<file path="src/rtl/systolic_feeder_3x3.sv">
// Operand store and skewed stream generator feeding a 3x3 output-stationary systolic array.
// Loads A/B over a valid/ready port, then on start emits clear, skewed rows/columns, and a done pulse.
module systolic_feeder_3x3 #(
  parameter int unsigned DATA_W = 8
) (
  input  logic              clk,
  input  logic              reset,
  input  logic              ld_valid,
  output logic              ld_ready,
  input  logic              ld_sel,
  input  logic [1:0]        ld_row,
  input  logic [1:0]        ld_col,
  input  logic [DATA_W-1:0] ld_data,
  input  logic              start,
  output logic              busy,
  output logic              arr_clr,
  output logic [DATA_W-1:0] a1,
  output logic [DATA_W-1:0] a2,
  output logic [DATA_W-1:0] a3,
  output logic [DATA_W-1:0] b1,
  output logic [DATA_W-1:0] b2,
  output logic [DATA_W-1:0] b3,
  output logic              result_valid
);

  localparam int unsigned N      = 3;
  localparam int unsigned T_W    = 3;
  localparam logic [T_W-1:0] T_LAST = T_W'(2 * (N - 1) + 2);

  typedef enum logic [1:0] {IDLE, CLEAR, FEED, DONE} state_t;

  state_t           state, state_n;
  logic [T_W-1:0]   t, t_n;
  logic [DATA_W-1:0] mem_a [N][N];
  logic [DATA_W-1:0] mem_b [N][N];
  logic [DATA_W-1:0] a_q [N];
  logic [DATA_W-1:0] b_q [N];
  logic [DATA_W-1:0] a_n [N];
  logic [DATA_W-1:0] b_n [N];

  // State register
  always_ff @(posedge clk) begin
    if (reset) begin
      state <= IDLE;
      t     <= '0;
    end else begin
      state <= state_n;
      t     <= t_n;
    end
  end

  // Next-state logic; t counts feed cycles 0..T_LAST
  always_comb begin
    state_n = state;
    t_n     = t;
    case (state)
      IDLE:  if (start) state_n = CLEAR;
      CLEAR: begin
        state_n = FEED;
        t_n     = '0;
      end
      FEED: begin
        if (t == T_LAST) state_n = DONE;
        else             t_n = t + T_W'(1);
      end
      DONE:    state_n = IDLE;
      default: state_n = IDLE;
    endcase
  end

  // Stream values for the upcoming cycle; row i lags by i cycles, column j by j cycles
  always_comb begin
    for (int unsigned i = 0; i < N; i++) begin
      a_n[i] = '0;
      b_n[i] = '0;
    end
    if (state_n == FEED) begin
      for (int unsigned i = 0; i < N; i++) begin
        if (t_n >= T_W'(i) && (t_n - T_W'(i)) <= T_W'(N - 1)) begin
          a_n[i] = mem_a[2'(i)][2'(t_n - T_W'(i))];
          b_n[i] = mem_b[2'(t_n - T_W'(i))][2'(i)];
        end
      end
    end
  end

  // Operand storage; out-of-range indices complete the handshake but are dropped
  always_ff @(posedge clk) begin
    if (reset) begin
      for (int unsigned i = 0; i < N; i++) begin
        for (int unsigned j = 0; j < N; j++) begin
          mem_a[i][j] <= '0;
          mem_b[i][j] <= '0;
        end
      end
    end else if (ld_valid && ld_ready && ld_row != 2'd3 && ld_col != 2'd3) begin
      if (ld_sel) mem_b[ld_row][ld_col] <= ld_data;
      else        mem_a[ld_row][ld_col] <= ld_data;
    end
  end

  // Registered outputs, aligned with the state they describe
  always_ff @(posedge clk) begin
    if (reset) begin
      ld_ready     <= 1'b1;
      busy         <= 1'b0;
      arr_clr      <= 1'b0;
      result_valid <= 1'b0;
      for (int unsigned i = 0; i < N; i++) begin
        a_q[i] <= '0;
        b_q[i] <= '0;
      end
    end else begin
      ld_ready     <= (state_n == IDLE);
      busy         <= (state_n != IDLE);
      arr_clr      <= (state_n == CLEAR);
      result_valid <= (state_n == DONE);
      for (int unsigned i = 0; i < N; i++) begin
        a_q[i] <= a_n[i];
        b_q[i] <= b_n[i];
      end
    end
  end

  assign a1 = a_q[0];
  assign a2 = a_q[1];
  assign a3 = a_q[2];
  assign b1 = b_q[0];
  assign b2 = b_q[1];
  assign b3 = b_q[2];

endmodule
</file>
<file path="config.mk">
export PLATFORM = sky130hd
export DESIGN_NAME = systolic_feeder_3x3
export DESIGN_NICKNAME = d
export VERILOG_FILES = /design/src/rtl/systolic_feeder_3x3.sv
export SDC_FILE = /design/constraint.sdc
export NUM_CORES = 1
export LEC_CHECK = 0
export CAP_MARGIN = 20
export CORE_MARGIN = 2
export CORE_UTILIZATION = 62
export CTS_CLUSTER_DIAMETER = 30
export DETAILED_ROUTE_END_ITERATION = 10
export PLACE_DENSITY = 0.82
export SLEW_MARGIN = 20
export SYNTH_ARGS = -nofsm -noshare
export SYNTH_HDL_FRONTEND = slang
export SYNTH_SLANG_ARGS = --single-unit
export TNS_END_PERCENT = 1
</file>
<file path="constraint.sdc">
create_clock -name clk -period 9.3 [get_ports clk]
set_input_delay 1.395 -clock clk [delete_from_list [all_inputs] [get_ports clk]]
set_output_delay 1.395 -clock clk [all_outputs]
set_load 0.01 [all_outputs]
</file>
==> results.py <==
metrics = {
    "timing": {
        "maxSlewHeadroom_pct": 29.9,
        "slew_viol_final": 0,
        "setup_viol": 0,
        "worst_pin_slew_ns": 1.05,
        "tns_ns": 0,
        "fin_skew_ns": 0.0113,
        "hold_viol": 0,
        "rsz0062_at_grt": "false",
        "period_share_pct": 39.6,
        "worst_hold_slack_ns": 0.505,
        "fmax_mhz": 272,
        "finalCriticalPeriod_ns": 3.68,
    },
    "flow_run": {
        "maxCapViolCount": 0,
    },
    "synth": {
        "synth_top_area_share_pct": 56.7,
        "synth_most_common_cell": "edfxtp_1",
        "syn_area_um2": 8890,
        "ys_warn_count": 0,
        "synth_cell_type_count": 49,
        "syn_inst": 661,
        "async_reset_ff_share_pct": 0,
        "synth_edf_count": 168,
        "ys_seq_area_share_pct": 69.6,
        "syn_avg_cell_area_um2": 13.5,
        "yosysTopAreaCell": "edfxtp_1",
        "synth-seq-cells": 225,
        "yosys_most_used_dff": "edfxtp_1",
        "synthTopCellsByCount": "168 x edfxtp_1, 130 x nor2_1, 57 x dfxtp_1",
        "synthTopCellsByArea": "edfxtp_1 57%, dfxtp_1 13%, nor2_1 5.5%, mux2i_1 2.7%, a211oi_1 2.7%",
    },
    "setup_path": {
        "r2r_setup_slack_ns": 5.91,
        "end_kind": "flip-flop",
        "crit_path_max_fanout": 10,
        "crit_type": "in2reg",
        "arrival_ns": 3.83,
        "worstPathRequired_ns": 9.45,
        "critPathLaunchType": "input port",
    },
    "power_and_ir_drop": {
        "ir_worst_vdd_v": 0.000163,
        "p_per_area_nw_per_um2": 229,
        "power.leakage_nw": 4.05,
    },
    "global_route": {
        "antenna_found_initial": 0,
        "grtUsageTotal_pct": 28.3,
        "first_global_vias": 5990,
        "grt_pass1_wl_um": 31700,
        "globalRouteOverflowTotal": 0,
        "grt_start_max_net_pins": 51,
    },
    "layout": {
        "drive_above_1_share_pct": 12.3,
        "final_util_pct": 79.0,
        "n_antenna_cell": 0,
        "fin_nets": 797,
        "syn_to_final_growth_pct": 23.8,
        "fin_area_um2": 11000,
    },
    "floorplanning": {
        "ios": 69,
        "die_w_um": 124,
        "start_util_pct": 63.8,
        "core_area_um2": 13900,
        "die_area_um2": 15300,
        "die_h_um": 124,
        "rows": 43,
    },
    "placement": {
        "finalWeightedCongestion": 0.902,
        "placed_cell_area_um2": 9810,
        "place_hpwl_um": 12600,
        "numPortBuffers": 68,
    },
    "detailed_routing": {
        "dr.pass1.iters": 5,
        "wl_per_cell_um": 21.3,
        "drtIter0Drc": 746,
        "viasPerCell": 6.06,
        "antenna_left": 0,
        "num_vias": 5915,
        "drc_errors": 0,
        "finalWirelength_um": 20800,
    },
    "clock_tree": {
        "clock-sinks": 225,
        "cts_buffers": 35,
        "cts_setup_buffers": 0,
        "root_buffer": "clkbuf_16",
        "worst_skew_pair.late_latency_ns": 0.49,
        "htreeDepth": 2,
        "hold_buffers": 0,
        "cts_tree": "yes",
        "cts_buffer_depth": 3,
        "path_clk_slew_ns": 0.05,
        "cts-resized-gates": 0,
    },
    "hold_path": {
        "hold_class": "reg2reg",
    },
    "status": {
        "outcome": "completed",
    },
}
cell type report:
cell class | count | area [um2]
tap | 180 | 225
inverter | 25 | 96.3
clock buffer | 41 | 951
fill | 751 | 2930
multi-input combinational | 408 | 2570
clock inverter | 22 | 241
sequential | 225 | 6190
timing repair buffer | 75 | 733
cell usage in the layout (no fill, tap or decap), types with 5 or more instances in the layout:
| cell | count |
|---|---|
| a211oi_1 | 32 |
| a22oi_1 | 16 |
| and2_1 | 25 |
| buf_4 | 7 |
| clkbuf_16 | 37 |
| clkdlybuf4s50_1 | 68 |
| clkinv_1 | 5 |
| clkinv_4 | 5 |
| conb_1 | 24 |
| dfxtp_1 | 57 |
| edfxtp_1 | 168 |
| ha_1 | 10 |
| inv_1 | 23 |
| mux2_2 | 16 |
| mux2i_1 | 24 |
| mux4_2 | 8 |
| nand2_1 | 27 |
| nand2b_1 | 17 |
| nand3_1 | 15 |
| nor2_1 | 130 |
| nor2b_1 | 18 |
| o21ai_0 | 7 |
kinds of logic after synthesis:
family,after synthesis,synth area share (%)
buffers and inverters,51,2.53
flip-flops,225,69.6
XOR/XNOR,1,0.0985
AO/OA/AOI/OAI,75,6.46
adder cells (fa/ha/maj),10,1.41
other,1,0.0422
AND/OR/NAND/NOR,250,13.1
multiplexers,48,6.75
power breakdown:
group	internal, W	leakage [nW]	switching (W)
logic	0.0000351	1.28	0.0000598
registers	0.00111	2.20	0.0000122
clock network	0.000847	0.577	0.000453
total	0.00199	4.05	0.000525
registers in the layout, indices dropped and copies added (netlist names):
register      count
a_q              24
arr_clr           1
b_q              24
busy              1
ld_ready          1
mem_a            72
mem_b            96
result_valid      1
state             2
t                 3
routing by layer:
layer,part of all wire (%),track usage [%],vias to the layer above,wire length (um)
li1,-,-,2573,-
met5,0,0,-,0
met3,9.3,7.19,66,1930
met1,38,36.2,2892,7810
met4,3.0,11.8,0,623
met2,50,46.4,384,10400
worst paths after layout:
kind,from,end,cells after the start
setup / recovery,ld_row[0],mem_b[1][19]$_SDFFCE_PN0P_,6
hold / removal,mem_a[2][11]$_DFFE_PP_,a_q[0][19]$_SDFF_PP0_,2
setup reg to reg,t[0]$_SDFF_PP0_,b_q[0][9]$_SDFF_PP0_,10
hold reg to reg,mem_a[2][11]$_DFFE_PP_,a_q[0][19]$_SDFF_PP0_,2
critical path, cell delays in order:
cell,delay (ns)
clkdlybuf4s50_1,0.62
nand2_1,0.19
nand4_1,0.20
nor2_1,0.54
nand3_1,0.44
nand2b_1,0.44
stage by stage:
stage / instances / total power [W] / worst slack (ns)
after detailed placement: 913 / 0.00123 / 5.30
after global placement: 913 / 0.00123 / 5.48
after CTS: 976 / 0.00252 / 5.66
after global routing: 976 / 0.00258 / 5.52
after floorplan: 684 / 0.00119 / 6.17
final: 976 / 0.00252 / 5.62
Power figures use the tool's default switching activity.
